$ cat src/rtl/bs_decoder.sv
// Receive-side USB bit stream decoder: SYNC hunt, PID check/classify, body deserialize, field latch.
// Latency: pkt_valid/pkt_err pulse 2 cycles after the edge sampling the closing eop or offending bit.
// No backpressure: one bit consumed per s_valid cycle, gaps of any length tolerated.
module bs_decoder #(
    parameter logic [7:0] SYNC_PAT = 8'b00000001
) (
    input  logic        clk,
    input  logic        rst,
    input  logic        s_in,
    input  logic        s_valid,
    input  logic        eop,
    output logic [1:0]  pkt_type,
    output logic [71:0] data,
    output logic [18:0] token,
    output logic [7:0]  hshake,
    output logic [4:0]  crc5,
    output logic [15:0] crc16,
    output logic        pkt_valid,
    output logic        pkt_err,
    output logic        busy
);

    typedef enum logic [2:0] {
        S_HUNT,
        S_PID,
        S_BODY,
        S_WAIT_EOP,
        S_DONE,
        S_ERR
    } state_t;

    localparam logic [1:0] T_NONE   = 2'b00;
    localparam logic [1:0] T_TOKEN  = 2'b01;
    localparam logic [1:0] T_DATA   = 2'b11;
    localparam logic [1:0] T_HSHAKE = 2'b10;

    localparam logic [6:0] TOKEN_BODY_BITS = 7'd16;
    localparam logic [6:0] DATA_BODY_BITS  = 7'd80;

    state_t      state_q,     state_d;
    logic [7:0]  sync_sr_q,   sync_sr_d;
    logic [87:0] sr_q,        sr_d;
    logic [6:0]  cnt_q,       cnt_d;
    logic [1:0]  kind_q,      kind_d;
    logic [1:0]  pkt_type_q,  pkt_type_d;
    logic [71:0] data_q,      data_d;
    logic [18:0] token_q,     token_d;
    logic [7:0]  hshake_q,    hshake_d;
    logic [4:0]  crc5_q,      crc5_d;
    logic [15:0] crc16_q,     crc16_d;
    logic        pkt_valid_q, pkt_valid_d;
    logic        pkt_err_q,   pkt_err_d;

    logic [7:0]  sync_shift;
    logic [7:0]  pid;
    logic [6:0]  cnt_inc;
    logic [6:0]  body_len;

    // Next-state, bit counting and field latching for the receive FSM.
    always_comb begin
        state_d     = state_q;
        sync_sr_d   = sync_sr_q;
        sr_d        = s_valid ? {sr_q[86:0], s_in} : sr_q;
        cnt_d       = cnt_q;
        kind_d      = kind_q;
        pkt_type_d  = pkt_type_q;
        data_d      = data_q;
        token_d     = token_q;
        hshake_d    = hshake_q;
        crc5_d      = crc5_q;
        crc16_d     = crc16_q;
        pkt_valid_d = 1'b0;
        pkt_err_d   = 1'b0;

        sync_shift = {sync_sr_q[6:0], s_in};
        pid        = sr_d[7:0];
        cnt_inc    = cnt_q + 7'd1;
        body_len   = (kind_q == T_DATA) ? DATA_BODY_BITS : TOKEN_BODY_BITS;

        case (state_q)
            S_HUNT: begin
                // eop is meaningless here; only the SYNC window matters.
                if (s_valid) begin
                    sync_sr_d = sync_shift;
                    if (sync_shift == SYNC_PAT) begin
                        state_d = S_PID;
                        cnt_d   = 7'd0;
                    end
                end
            end

            S_PID: begin
                if (s_valid) begin
                    cnt_d = cnt_inc;
                    if (cnt_q == 7'd7) begin
                        cnt_d = 7'd0;
                        if (pid[7:4] != ~pid[3:0]) begin
                            state_d = S_ERR;
                        end else begin
                            case (pid[1:0])
                                T_TOKEN, T_DATA: begin
                                    kind_d  = pid[1:0];
                                    // A body-carrying packet cannot end on its PID.
                                    state_d = eop ? S_ERR : S_BODY;
                                end
                                T_HSHAKE: begin
                                    kind_d  = T_HSHAKE;
                                    state_d = eop ? S_DONE : S_WAIT_EOP;
                                end
                                default: state_d = S_ERR;
                            endcase
                        end
                    end else if (eop) begin
                        state_d = S_ERR;
                    end
                end else if (eop) begin
                    state_d = S_ERR;
                end
            end

            S_BODY: begin
                // The bit is counted before eop is judged, so a final bit with eop completes.
                if (s_valid) begin
                    cnt_d = cnt_inc;
                    if (cnt_inc == body_len) begin
                        state_d = eop ? S_DONE : S_WAIT_EOP;
                    end else if (eop) begin
                        state_d = S_ERR;
                    end
                end else if (eop) begin
                    state_d = S_ERR;
                end
            end

            S_WAIT_EOP: begin
                // Any bit here makes the packet overlength, even alongside eop.
                if (s_valid) begin
                    state_d = S_ERR;
                end else if (eop) begin
                    state_d = S_DONE;
                end
            end

            S_DONE: begin
                pkt_valid_d = 1'b1;
                pkt_type_d  = kind_q;
                case (kind_q)
                    T_TOKEN: begin
                        token_d = sr_q[23:5];
                        crc5_d  = sr_q[4:0];
                    end
                    T_DATA: begin
                        data_d  = sr_q[87:16];
                        crc16_d = sr_q[15:0];
                    end
                    default: hshake_d = sr_q[7:0];
                endcase
                state_d   = S_HUNT;
                sync_sr_d = 8'hFF;
            end

            S_ERR: begin
                pkt_err_d = 1'b1;
                state_d   = S_HUNT;
                sync_sr_d = 8'hFF;
            end

            default: begin
                state_d   = S_HUNT;
                sync_sr_d = 8'hFF;
            end
        endcase
    end

    // State, shift registers and registered outputs; synchronous reset.
    always_ff @(posedge clk) begin
        if (rst) begin
            state_q     <= S_HUNT;
            sync_sr_q   <= 8'hFF;
            sr_q        <= '0;
            cnt_q       <= '0;
            kind_q      <= T_NONE;
            pkt_type_q  <= T_NONE;
            data_q      <= '0;
            token_q     <= '0;
            hshake_q    <= '0;
            crc5_q      <= '0;
            crc16_q     <= '0;
            pkt_valid_q <= 1'b0;
            pkt_err_q   <= 1'b0;
        end else begin
            state_q     <= state_d;
            sync_sr_q   <= sync_sr_d;
            sr_q        <= sr_d;
            cnt_q       <= cnt_d;
            kind_q      <= kind_d;
            pkt_type_q  <= pkt_type_d;
            data_q      <= data_d;
            token_q     <= token_d;
            hshake_q    <= hshake_d;
            crc5_q      <= crc5_d;
            crc16_q     <= crc16_d;
            pkt_valid_q <= pkt_valid_d;
            pkt_err_q   <= pkt_err_d;
        end
    end

    assign pkt_type  = pkt_type_q;
    assign data      = data_q;
    assign token     = token_q;
    assign hshake    = hshake_q;
    assign crc5      = crc5_q;
    assign crc16     = crc16_q;
    assign pkt_valid = pkt_valid_q;
    assign pkt_err   = pkt_err_q;
    assign busy      = (state_q != S_HUNT);

endmodule

$ cat config.mk
export PLATFORM = sky130hd
export DESIGN_NAME = bs_decoder
export DESIGN_NICKNAME = d
export VERILOG_FILES = /design/src/rtl/bs_decoder.sv
export SDC_FILE = /design/constraint.sdc
export NUM_CORES = 1
export LEC_CHECK = 0
export CORE_MARGIN = 2
export CORE_UTILIZATION = 43
export DETAILED_ROUTE_END_ITERATION = 10
export PLACE_DENSITY = 0.75
export REMOVE_ABC_BUFFERS = 1
export SYNTH_ARGS = -nofsm -noshare
export SYNTH_HDL_FRONTEND = slang
export SYNTH_SLANG_ARGS = --single-unit
$ cat constraint.sdc
create_clock -name clk -period 3.1 [get_ports clk]
set_input_delay 0.62 -clock clk [delete_from_list [all_inputs] [get_ports clk]]
set_output_delay 0.62 -clock clk [all_outputs]
set_load 0.02 [all_outputs]
After elaboration in Yosys (flattened, before gate mapping)
Cells that the tools add are included.
W data, S select, Z words.
{ "totals": {"in_bits": 5, "output_inout_bits": 125, "regBits": 231, "memories": 0, "latchBits": 0, "word_cells": 79, "ramBits": 0, "romBits": 0} }
{ "classes": {"n_addsub": 1, "n_shift": 0, "n_mux": 27, "div": 0, "n_bitwise": 4, "order_cmp": 0, "n_eq_ne": 19, "n_mul": 0, "n_reduce_logical": 14} }
{ "op_table": {"columns": ["operator", "count"], "rows": [
  ["$mux W7", 7],
  ["$mux W3", 12],
  ["$pmux W7 S3", 1],
  ["$pmux W7 S2", 1],
  ["$pmux W3 S4", 1],
  ["$reduce_and A5 Y1", 2],
  ["$eq A8 B1 Y1 const B", 1],
  ["$mux W8", 1],
  ["$ne A2 B2 Y1 const B", 4],
  ["$reduce_and A2 Y1", 4],
  ["$add A7 B1 Y7 const B", 1],
  ["$eq A7 B3 Y1 const B", 1],
  ["$eq A7 B7 Y1", 1],
  ["$eq A2 B2 Y1 const B", 3],
  ["$eq A3 B2 Y1 const B", 2],
  ["$eq A3 B3 Y1 const B", 2],
  ["$pmux W3 S2", 1],
  ["$reduce_bool A3 Y1", 2],
  ["$eq A2 B1 Y1 const B", 2],
  ["$ne A4 B4 Y1", 1],
  ["$not A4 Y4", 1],
  ["$pmux W2 S2", 1],
  ["$reduce_or A2 Y1", 2],
  ["$eq A3 B1 Y1 const B", 1],
  ["7 further kinds", 10]
]} }

Logic depth before layout (Yosys ltp)
{ "logic_depth": {"word_depth": 8, "depth_mapped": 7, "depth_no_buf": 6} }

Least setup slack after synthesis
Ideal clock, no wire load.
{ "synth_timing": {"path_type": "input -> register", "startpoint": "input port s_valid", "endpoint": "register kind_q[0]", "cell_stages": 6, "setup_slack_ns": 1.133, "t_required_ns": 2.977, "setup_time_ns": 0.123, "n_path_buf": 1, "t_arrival_ns": 1.843, "cell_sequence": "buf_4 > inv_2 > o221ai_2 > a221oi_2 > nor3b_2 > mux2_1"} }
{ "synth_between": {"elab_chain_len": 5, "elab_cells_between_ends": 11, "classes_between": "eq/ne (4); mux (2); bitwise (2); reduce/logical (3)"} }
{ "synth_lines": {"columns": ["element", "line_no", "text"], "rows": [
  ["start: declaration", "10", "input logic s_valid,"],
  ["$mux W8", "63", "sr_d = s_valid ? {sr_q[86:0], s_in} : sr_q;"],
  ["$eq A2 B1 Y1, or another cell as far along", "100", "case (pid[1:0])"],
  ["$reduce_or A2 Y1 or $ne A4 B4 Y1 (tied branches)", "100, 97", null],
  ["$reduce_bool A2 Y1 (no line) or $not A1 Y1 (tied branches)", null, null],
  ["$reduce_and A5 Y1 (no line)", null, null],
  ["end signal: assignment", "196", "kind_q <= kind_d;"],
  ["end: declaration", "44", "logic [1:0] kind_q, kind_d;"]
]} }
Parallel ways exist; a longest one is shown, timed or not.
A chain may end at the register's enable or synchronous reset.

Worst setup path after layout
{ "layout_timing": {"startpoint": "register state_q[0]", "endpoint": "output port busy"} }
{ "layout_between": {"elab_chain_len": 1} }
{ "layout_lines": {"columns": ["element", "line_no", "text"], "rows": [
  ["start: declaration", "40", "state_t state_q, state_d;"],
  ["start signal: assignment", "192", "state_q <= state_d;"],
  ["$reduce_bool A3 Y1", "216", "assign busy = (state_q != S_HUNT);"],
  ["end: declaration", "20", "output logic busy"]
]} }
No other way between the ends.

==> results_dict.tcl <==
set metrics [dict create \
    status "finished clean" \
    ir_worst_vdd_uv 421.6 \
    async_flop_share_pct 0 \
    htree_levels 1 \
    min_from "data[54]$_SDFFE_PP0P_" \
    worst-r2r-cell-count 5 \
    ant_nets 0 \
    floorplan.die_area_um2 21200 \
    die_y_um 145.6 \
    drt_wl_total_um 18230 \
    ys_top_cells_by_count "270 x nand2_1, 231 x dfxtp_1, 129 x a21oi_1, 96 x nor2_1, 89 x mux2i_1" \
    global_route.usage.total_pct 16.44 \
    synth_top_area_share_pct 53.64 \
    cp_data_arrival_time_ps 1950 \
    final_weighted_congestion_in_routability_driven_placement 0.8215 \
    route.detailed.wl_per_inst_um 13.48 \
    rows 51 \
    grt_max_degree 131 \
    first_global_vias 6116 \
    maxClockFrequency_mhz 388.6 \
    count_of_flip_flops_with_a_built_in_enable_after_synthesis 0 \
    dr.pass1.iters 5 \
    number_of_drc_violations_after_detailed_routing_iteration_0 243 \
    ioPinCount 130 \
    synth_area_leaders "dfxtp_1 54%, nand2_1 12%, mux2i_1 10%" \
    min_path_cells 2 \
    design_power_total_mw 6.106 \
    cts_setup_buffers 0 \
    slew_viol_final 0 \
    post-dp-hpwl_um 11190 \
    rsz0062_at_grt "no" \
    netlist.top_cell.by_area "dfxtp_1" \
    yosys_most_used_dff "dfxtp_1" \
    post_cts_resized 0 \
    netlist-cell-type-count 55 \
    dieWidth_um 145.6 \
    drive_above_1_share_pct 6.164 \
    ctsHoldBuffers 0 \
    viasPerCell 4.999 \
    core_um2 19590 \
    pwr_density_cell_nw_per_um2 565.0 \
    report.final.setup_viol 0 \
    clkLatencyLatePin_ps 510 \
    worst_slew_margin_rel_pct 49.92 \
    crit_required_ps 2480 \
    antenna_cells_inserted 0 \
    synth_sequential_area_ratio_pct 53.64 \
    final_design_area_no_fill_um2 10810 \
    total_leakage_power_nw 3.949 \
    worst_slew_pin_slew_ps 745.4 \
    yosys_warnings 0 \
    max-cap-violations 0 \
    finalHoldViolations 0 \
    initial_core_util_pct 44.01 \
    ys_seq_elements 231 \
    hp-class "flop to flop" \
    io_buffers 129 \
    grt_antenna_before_repair 0 \
    tritoncts "built" \
    finish.net_count 1075 \
    cts_max_path_buffers 3 \
    clk_transition_reported_paths_ps 60 \
    setup_total_negative_slack_ps 0 \
    crit_path_max_fanout 16 \
    gr-total-overflow 0 \
    crit_path_start_kind "flop" \
    via_count 6758 \
    syn_inst 982 \
    critical_path_class "flop to output pin" \
    root_buffer "clkbuf_16" \
    end_kind "output pin" \
    wire_length_of_the_first_global_routing_pass_um 30020 \
    critical_path.reg2reg.startpoint "state_q[2]$_SDFFE_PP0P_" \
    post_dp_cell_area_um2 9958 \
    numClockSinks 231 \
    drc_errors 0 \
    syn-cell-area_um2 8622 \
    post-synth-top-count-cell "nand2_1" \
    crit_start "state_q[0]$_SDFFE_PP0P_" \
    numCtsBuffers 24 \
    finalWorstPathRequiredPeriod_ps 2573 \
    final_min_period_over_clock_period_pct 83.01 \
    synth_area_per_cell_um2 8.780 \
    timing.clock.skew_ps 7.518 \
    synthToLayoutAreaGrowth_pct 25.34 \
]
-- cell families (layout without fill, tap and decap cells) --
kind of cell,after synthesis,after routing,share of synthesized area [%]
AO/OA/AOI/OAI,157,157,10.26
XOR/XNOR,5,5,0.5079
adder cells (fa/ha/maj),1,1,0.1451
buffers and inverters,77,182,4.673
flip-flops,231,231,53.64
multiplexers,91,91,10.59
AND/OR/NAND/NOR,420,420,20.19
-- critical path, cell delays in order (launching register included) --
cell and delay (ps):
dfxtp_1 650, or3_1 200, clkdlybuf4s50_1 600
-- sequential cells by signal (all words and copies together), names as in the netlist, 2 cells and up --
signal / flops
pkt_type: 2
hshake: 8
sr_q: 88
cnt_q: 7
data: 72
kind_q: 2
token: 19
crc16: 16
state_q: 3
sync_sr_q: 7
crc5: 5
-- layout by cell type, fill, tap and decap left out, drive strengths merged, types with 3 or more instances in the layout --
master         instances
nand2                270
dfxtp                231
a21oi                129
clkdlybuf4s50        127
nor2                  96
mux2i                 89
clkbuf                33
nand3                 16
buf                    9
clkinv                 7
nor2b                  7
nand2b                 5
o2bb2ai                4
xnor2                  4
and3                   4
nor3                   4
o21ai                  3
bufinv                 3
-- routing by layer --
metal	vias to the layer above	routed length (um)	track usage, %
met1	3188	8666	21.75
met5	-	0	0
li1	3424	-	-
met3	14	903	3.166
met2	132	8491	28.15
met4	0	167	3.382
-- power by group --
group          internal (mW)  switching, mW  total, mW
clock network           1.84           1.14       2.98
logic                 0.0452         0.0948      0.140
registers               2.98        0.00813       2.98
-- cell type report --
cell class                 count  area (um^2)
fill                        1777         8783
sequential                   231         4624
multi-input combinational    674         3615
timing repair buffer         136         1380
clock buffer                  33        704.4
tap                          265        331.6
clock inverter                11        143.9
inverter                       2        7.507
-- stage by stage --
stage | std cells | util [%] | setup WS (ps) | hold WS (ps)
final | 1352 | 55.16 | 526.5 | 451.5
after global routing | 1352 | 55.16 | 430.1 | 470.9
after CTS | 1352 | 55.16 | 506.9 | 454.1
after detailed placement | 1308 | 50.83 | 561.1 | 445.9
after global placement | 1308 | 50.83 | 609.6 | 440.6
after floorplan | 907 | - | 294.6 | 425.1
-- final timing paths --
path / to / slack, ps
max: busy / 530
min: data[54]$_SDFFE_PP0P_ / 450
max reg2reg: data[47]$_SDFFE_PP0P_ / 850
min reg2reg: data[54]$_SDFFE_PP0P_ / 450
No activity file was read; power rests on OpenSTA's default activity.
